`src/rtl/priority_encoder_rr_if.sv`:
```
// Request/grant bundle for the registered priority encoder.
// The slave side is the encoder and the master side is its user.
interface priority_encoder_rr_if #(
  parameter int N = 8
);
  localparam int W = (N > 2) ? $clog2(N) : 1;

  logic         en;
  logic         mode;
  logic [N-1:0] req;
  logic         out_ready;
  logic         out_valid;
  logic [W-1:0] out_idx;
  logic [N-1:0] out_onehot;

  modport master (
    output en,
    output mode,
    output req,
    output out_ready,
    input  out_valid,
    input  out_idx,
    input  out_onehot
  );

  modport slave (
    input  en,
    input  mode,
    input  req,
    input  out_ready,
    output out_valid,
    output out_idx,
    output out_onehot
  );
endinterface

```
`src/rtl/priority_encoder_rr.sv`:
```
// Registered N-input priority encoder with fixed and round-robin modes.
// The grant is held in an output register behind a valid/ready handshake.
module priority_encoder_rr #(
  parameter int N = 8
) (
  input logic                  clk,
  input logic                  rst_n,
  priority_encoder_rr_if.slave bus
);
  localparam int W  = (N > 2) ? $clog2(N) : 1;
  localparam int WP = W + 1;

  logic         r_valid;
  logic [W-1:0] r_idx;
  logic [N-1:0] r_oh;
  logic [W-1:0] r_ptr;

  logic         w_slot;
  logic         w_any;
  logic [W-1:0] w_fix;
  logic [W-1:0] w_rr;
  logic [W-1:0] w_win;
  logic [W-1:0] w_nptr;
  logic [N-1:0] w_oh;
  logic [WP-1:0] w_inc;

  assign w_slot = !r_valid || bus.out_ready;
  assign w_any  = |bus.req;

  // Ascending scan, so the highest set index is the last to be kept.
  always_comb begin
    w_fix = '0;
    for (int k = 0; k < N; k++) begin
      if (bus.req[k]) w_fix = W'(k);
    end
  end

  // Descending offset scan keeps the set bit closest after r_ptr.
  always_comb begin
    logic [WP-1:0] w_pos;
    w_rr  = '0;
    w_pos = '0;
    for (int o = N - 1; o >= 0; o--) begin
      w_pos = WP'(r_ptr) + WP'(o);
      if (w_pos >= WP'(N)) w_pos = w_pos - WP'(N);
      if (bus.req[w_pos[W-1:0]]) w_rr = w_pos[W-1:0];
    end
  end

  assign w_win  = bus.mode ? w_rr : w_fix;
  assign w_inc  = WP'(w_win) + WP'(1);
  assign w_nptr = (w_inc == WP'(N)) ? '0 : w_inc[W-1:0];
  assign w_oh   = {{(N-1){1'b0}}, 1'b1} << w_win;

  always_ff @(posedge clk or negedge rst_n) begin
    if (!rst_n) begin
      r_valid <= 1'b0;
      r_idx   <= '0;
      r_oh    <= '0;
      r_ptr   <= '0;
    end else if (bus.en && w_slot) begin
      if (w_any) begin
        r_valid <= 1'b1;
        r_idx   <= w_win;
        r_oh    <= w_oh;
        if (bus.mode) r_ptr <= w_nptr;
      end else begin
        r_valid <= 1'b0;
        r_idx   <= '0;
        r_oh    <= '0;
      end
    end else if (!bus.en && r_valid && bus.out_ready) begin
      r_valid <= 1'b0;
      r_idx   <= '0;
      r_oh    <= '0;
    end
  end

  assign bus.out_valid  = r_valid;
  assign bus.out_idx    = r_idx;
  assign bus.out_onehot = r_oh;
endmodule
```
`src/flat_wrapper.sv`:
```
// flat-port wrapper written by rule: the top's interface ports become plain ports
module priority_encoder_rr_flat 
#(
  parameter int N = 8
)
  (clk, rst_n, bus_en, bus_mode, bus_req, bus_out_ready, bus_out_valid, bus_out_idx, bus_out_onehot);
  priority_encoder_rr_if #(.N(N)) bus_i ();
  input logic clk;
  input logic rst_n;
  input wire logic [$bits(bus_i.en)-1:0] bus_en;
  input wire logic [$bits(bus_i.mode)-1:0] bus_mode;
  input wire logic [$bits(bus_i.req)-1:0] bus_req;
  input wire logic [$bits(bus_i.out_ready)-1:0] bus_out_ready;
  output wire logic [$bits(bus_i.out_valid)-1:0] bus_out_valid;
  output wire logic [$bits(bus_i.out_idx)-1:0] bus_out_idx;
  output wire logic [$bits(bus_i.out_onehot)-1:0] bus_out_onehot;
  assign bus_i.en = bus_en;
  assign bus_i.mode = bus_mode;
  assign bus_i.req = bus_req;
  assign bus_i.out_ready = bus_out_ready;
  assign bus_out_valid = bus_i.out_valid;
  assign bus_out_idx = bus_i.out_idx;
  assign bus_out_onehot = bus_i.out_onehot;
  priority_encoder_rr #(.N(N)) u_core (.clk(clk), .rst_n(rst_n), .bus(bus_i));
endmodule
```
`config.mk`:
```
export PLATFORM = sky130hd
export DESIGN_NAME = priority_encoder_rr_flat
export DESIGN_NICKNAME = d
export VERILOG_FILES = /design/src/rtl/priority_encoder_rr_if.sv /design/src/rtl/priority_encoder_rr.sv /design/src/flat_wrapper.sv
export SDC_FILE = /design/constraint.sdc
export NUM_CORES = 1
export LEC_CHECK = 0
export CAP_MARGIN = 20
export CORE_MARGIN = 4
export CORE_UTILIZATION = 50
export CTS_CLUSTER_DIAMETER = 40
export DETAILED_ROUTE_END_ITERATION = 8
export PLACE_DENSITY_LB_ADDON = 0.05
export SYNTH_ARGS = -nofsm -noshare
export SYNTH_HDL_FRONTEND = slang
export SYNTH_SLANG_ARGS = --single-unit
```
`constraint.sdc`:
```
create_clock -name clk -period 10.9 [get_ports clk]
set_clock_uncertainty 0.2 [all_clocks]
set_input_delay 1.09 -clock clk [delete_from_list [all_inputs] [get_ports clk]]
set_output_delay 1.09 -clock clk [all_outputs]
set_load 0.01 [all_outputs]
```
=== Word level (Yosys, flattened, before mapping) ===
Index checks and enable logic that the tools add are counted.

* $add $sub $neg: 16
* Magnitude comparators: 16
* Eq/ne operators: 1
* Shift-type cells: 1
* Muxes and demuxes: 50
* Reductions and logical operators: 9

{| class="wikitable"
|+ Operator list
! kind !! number
|-
| 3-bit two-way mux || 27
|-
| 3-bit by 4-bit less-than comparator with 1-bit output (second input constant) || 8
|-
| 4-bit >= comparator (second input constant) || 7
|-
| 1-bit binary-select mux with 3-bit select || 8
|-
| 8-bit two-way mux || 3
|-
| 3-bit by 1-bit subtractor with 3-bit output (second input constant) || 8
|-
| 3-bit by 3-bit adder with 4-bit output (second input constant) || 4
|-
| 1-bit two-way mux || 12
|-
| 3-bit by 1-bit adder with 4-bit output (second input constant) || 2
|-
| 3-bit by 2-bit adder with 4-bit output (second input constant) || 2
|-
| 8-bit OR reduction || 1
|-
| 1-bit by 3-bit left shift with 8-bit output (first input constant) || 1
|-
| 4-bit == test (second input constant) || 1
|-
| 3-bit by 4-bit >= comparator with 1-bit output (second input constant) || 1
|-
| 1-bit logical AND || 3
|-
| 3-bit AND reduction || 1
|-
| 1-bit logical NOT || 2
|-
| 2-bit nonzero test || 1
|-
| 1-bit logical OR || 1
|}

* Register bits: 15
* Output and inout bits: 12
* Word-level logic and storage cells: 97

=== Logic depth before layout (Yosys ltp) ===
* Word-level depth: 17
* Mapped depth: 16

=== Least setup slack after synthesis ===
No wires, ideal clock.

* Path kind: register to register
* Start point: register u_core.r_ptr[0]
* End point: register u_core.r_ptr[2]
* Setup time: 125 ps
* Arrival time: 3633 ps
* Required time: 10575 ps
* Path slack: 6942 ps
* Stages on the path, launching flop included: 16
* Path buffers: 3
* Cell sequence: dfrtp_1 -> buf_6 -> buf_12 -> buf_2 -> inv_1 -> ha_1 -> xnor2_1 -> mux4_2 -> a2111oi_2 -> o311ai_1 -> a211o_1 -> a22o_1 -> inv_1 -> ha_1 -> ha_1 -> mux2_2

* Longest elaborated chain between the ends: 17
* Elaborated cells on any way between the ends: 59

{| class="wikitable"
|+ Ends and longest elaborated chain
! item !! line !! RTL
|-
| start: declaration || priority_encoder_rr.sv:16 || <nowiki>logic [W-1:0] r_ptr;</nowiki>
|-
| start signal: assignment || priority_encoder_rr.sv:66 || <nowiki>if (bus.mode) r_ptr <= w_nptr;</nowiki>
|-
| 3-bit by 3-bit adder with 4-bit output || priority_encoder_rr.sv:44 || <nowiki>w_pos = WP'(r_ptr) + WP'(o);</nowiki>
|-
| 4-bit >= comparator / 3-bit by 1-bit subtractor with 3-bit output (equally long branches) || priority_encoder_rr.sv:45 || <nowiki>if (w_pos >= WP'(N)) w_pos = w_pos - WP'(N);</nowiki>
|-
| 3-bit two-way mux || priority_encoder_rr.sv:45 ||
|-
| 1-bit binary-select mux with 3-bit select || priority_encoder_rr.sv:46 || <nowiki>if (bus.req[w_pos[W-1:0]]) w_rr = w_pos[W-1:0];</nowiki>
|-
| 1-bit two-way mux (not written as such) || priority_encoder_rr.sv:46 ||
|-
| 3-bit two-way mux (7 in series) || priority_encoder_rr.sv:46 ||
|-
| 3-bit two-way mux (*) || priority_encoder_rr.sv:46 ||
|-
| 3-bit two-way mux (*) || priority_encoder_rr.sv:50 || <nowiki>assign w_win = bus.mode ? w_rr : w_fix;</nowiki>
|-
| 3-bit by 1-bit adder with 4-bit output (*) || priority_encoder_rr.sv:51 || <nowiki>assign w_inc = WP'(w_win) + WP'(1);</nowiki>
|-
| 4-bit == test || priority_encoder_rr.sv:52 || <nowiki>assign w_nptr = (w_inc == WP'(N)) ? '0 : w_inc[W-1:0];</nowiki>
|-
| 3-bit two-way mux (*) || priority_encoder_rr.sv:52 ||
|-
| net u_core.w_nptr[2] || priority_encoder_rr.sv:23 || <nowiki>logic [W-1:0] w_nptr;</nowiki>
|}

The timed path passes the listed nets; every way through them passes the cells marked *. The select of a mux whose other input is x is not followed.
A chain may end at the register's enable or synchronous reset.

=== Final worst setup path ===
Same ends and word-level chain as after synthesis.

==> parameters.txt <==
Parameter                              Value

Outcome
  Outcome ... finished clean

STA
  Post-route setup slack ... 6.133 ns
  Period minus WS final ... 4.767 ns
  Slew of the pin with the lowest slew margin ... 1.008 ns
  Number of max-slew violations in the final report ... 0
  Final Hold Violating Endpoints ... 0
  Setup total negative slack ... 0 ns
  Crit share post-route ... 43.73%
  Upper clock frequency limit ... 209.8 MHz
  Setup repair after global routing missed its margin ... false
  Final setup fails ... 0
  Slew HR ... 32.78%

Yosys
  Top-area cell type share of the netlist area ... 21.19%
  Part of the Yosys area used for sequential elements ... 21.19%
  Post-synthesis area per instance ... 9.039 um^2
  Fraction of registers with async set or reset after synthesis ... 100.0%
  Cell types with the largest area share after synthesis ... dfrtp_1, mux2i_1, mux4_2, mux2_2, ha_1
  Synthesized cell area ... 1772 um^2
  Distinct cell type count after synthesis ... 48
  Count of warnings emitted by yosys ... 0
  Post-synthesis instance total ... 196
  Prevailing post-synth register cell ... dfrtp_1
  Number of flip-flops and latches in the synthesized netlist ... 15
  Synthesized Nets ... 217
  Largest area contributor in the synthesized netlist ... dfrtp_1
  Post-synth EDFFs ... 0

Floorplan
  Total Die Area ... 4560 um^2
  Core area ... 3390 um^2
  Number of I/O pins ... 25
  Initial core utilization ... 52.27%
  Core Rows ... 21
  Height of the die ... 67.53 um
  Die W ... 67.53 um

Cells and area
  Layout cell share with drive strength beyond 1 ... 12.44%
  Synth-to-Final Area Change ... 13.56%
  Most frequent standard cell in the layout excluding fill and tap cells ... clkdlybuf4s50_1
  Number of diodes added for antenna fixing ... 0
  Final #Nets ... 231
  Design Area, Final ... 2012 um^2
  Commonest cells after routing, fill and taps aside ... clkdlybuf4s50_1, nand2_1, mux2i_1, o21ai_0, dfrtp_1

Pwr
  Worst vdd rail ir drop ... 229.0 uV
  Power density relative to cell area ... 312.0 nW/um^2
  Logic gate share of total power ... 76.1%
  Sequential fraction of design power ... 18.9%
  Net Sw Power ... 307.0 uW
  Total design power ... 627.6 uW
  Switching power share of the total ... 48.92%
  Internal power consumption ... 320.6 uW
  Clock network fraction of design power ... 5.0%
  Cell leakage power ... 0.8119 nW

Min path
  Path type of the worst min-delay path ... reg -> reg
  Hold depth ... 2

CTS
  Largest buffer count on any clock path ... 2
  Clk pin slew, worst setup/hold paths ... 0.10 ns
  TritonCTS Buffers ... 3
  Quantity of gates resized following cts ... 0
  Clk Latency, worst-skew pair ... 0.29 ns
  CTS HTree Levels ... 1
  CTS tree ... built
  # clock sinks ... 15
  Number of buffers inserted by hold repair at cts ... 0
  Clock tree root buffer cell ... clkbuf_4
  Setup repair bufs after CTS ... 0

Global routing
  Global router's overall resource usage ... 20.83%
  GRT overflow ... 0
  Pin count of the biggest net entering global routing ... 26
  Number of antenna violations at the first check in global routing ... 0
  Number of global-route vias before repair ... 1454
  Wire length of the first global-routing pass ... 7272 um

Setup path
  Crit Path Category ... reg -> reg
  Worst Reg-to-Reg Cells ... 11
  CP Launch Type ... flip-flop
  Data arrival time at the worst-slack endpoint ... 4.75 ns
  Kind of end point of the critical path ... flip-flop
  Critical Path Fanout Max ... 25
  Required time at the worst-slack endpoint ... 10.89 ns

Placement
  Setup WS pre-CTS ... 6.079 ns
  Placed cell area ... 1984 um^2
  RD Place Congestion ... 0.8957
  Port Buf Inserts ... 24
  Final HPWL from detailed placement ... 3324 um

Drt
  Number of nets with antenna violations after routing ... 0
  Wire length after detailed routing ... 4288 um
  Via total after detailed routing ... 1577
  Detailed-router iteration count before antenna repair ... 4
  Routed length per instance ... 16.82 um
  1st-iter DRT viols ... 68
  DRC violation count after routing ... 0
  Number of vias per cell ... 6.184

Job
  Count of maximum capacitance violations ... 0
==> metal layers <==
metal  track usage (%)  share of wire [%]  vias to the layer above
met5                 0                  0                        -
met2             37.55                 52                       41
met3            0.6656                3.3                        5
met4             6.076               0.86                        0
li1                  -                  -                      765
met1             26.85                 43                      766
==> power groups by stage <==
stage | sequential, mW | clock (mW) | combinational, mW
CTS | 0.118 | 0.0320 | 0.476
global placement | 0.118 | 0 | 0.463
global route | 0.125 | 0.0342 | 0.532
detailed placement | 0.120 | 0 | 0.472
finish | 0.119 | 0.0316 | 0.478
floorplan | 0.0946 | 0 | 0.394
==> cell families (layout without fill, tap and decap cells) <==
group / after synthesis / after routing / synth area share [%]
AO/OA/AOI/OAI: 57 / 57 / 23.09
AND/OR/NAND/NOR: 49 / 49 / 12.99
adder cells (fa/ha/maj): 8 / 8 / 5.650
multiplexers: 38 / 38 / 28.74
XOR/XNOR: 2 / 2 / 0.9889
flip-flops: 15 / 15 / 21.19
buffers and inverters: 27 / 40 / 7.344
==> area by class of cell <==
type	count	area, um^2
clock buffer	3	22.52
inverter	12	45.04
sequential	15	375.4
clock inverter	1	5.005
tap	46	57.56
fill	288	1378
timing repair buffer	24	240.2
multi-input combinational	154	1266
==> through the flow <==
step           hold WS (ns)  util (%)  std cells
2_1_floorplan        0.3162         -        196
3_3_place_gp         0.2634     58.55        251
3_5_place_dp         0.2706     58.55        251
4_1_cts              0.2897     59.36        255
5_1_grt              0.3184     59.36        255
6_report             0.2815     59.36        255
==> cell usage after synthesis (all sizes together) (2+ instances only) <==
master	count
o211ai	2
o22ai	3
xnor2	2
nand2b	5
buf	6
dfrtp	15
a211oi	5
a311oi	2
clkbuf	9
mux2i	19
a22o	4
a21oi	4
nor3	3
a221oi	2
o31ai	2
nor2	10
ha	8
inv	11
or4	2
mux4	9
o311ai	2
o21ai	19
a32o	3
mux2	10
nand2	21
o221ai	2
nor2b	3
==> worst paths after layout <==
| kind | startpoint | endpoint | slack [ns] |
|---|---|---|---|
| max reg2reg | u_core.r_ptr[0]$_DFFE_PN0P_ | u_core.r_ptr[2]$_DFFE_PN0P_ | 6.13 |
| min in group asynchronous | rst_n | u_core.bus.out_idx[0]$_DFFE_PN0P_ | 1.00 |
| min reg2reg | u_core.bus.out_idx[1]$_DFFE_PN0P_ | u_core.bus.out_idx[1]$_DFFE_PN0P_ | 0.28 |
| min | u_core.bus.out_idx[1]$_DFFE_PN0P_ | u_core.bus.out_idx[1]$_DFFE_PN0P_ | 0.28 |
| max | u_core.r_ptr[0]$_DFFE_PN0P_ | u_core.r_ptr[2]$_DFFE_PN0P_ | 6.13 |
| max in group asynchronous | rst_n | u_core.bus.out_onehot[7]$_DFFE_PN0P_ | 9.07 |
==> critical path, cell delays in order (launching register included) <==
cell and delay, ns:
dfrtp_1 1.02, inv_1 0.20, ha_1 0.68, mux4_2 0.60, a2111oi_2 0.37, o311ai_1 0.12, a211o_1 0.34, a22o_1 0.30
inv_1 0.11, ha_1 0.20, ha_1 0.24, mux2_2 0.25
==> flip-flops by register name, indices dropped and copies added, names as in the netlist <==
register               count
u_core.bus.out_onehot      8
u_core.bus.out_valid       1
u_core.bus.out_idx         3
u_core.r_ptr               3
Note: power is estimated with default switching activity, not from simulation.
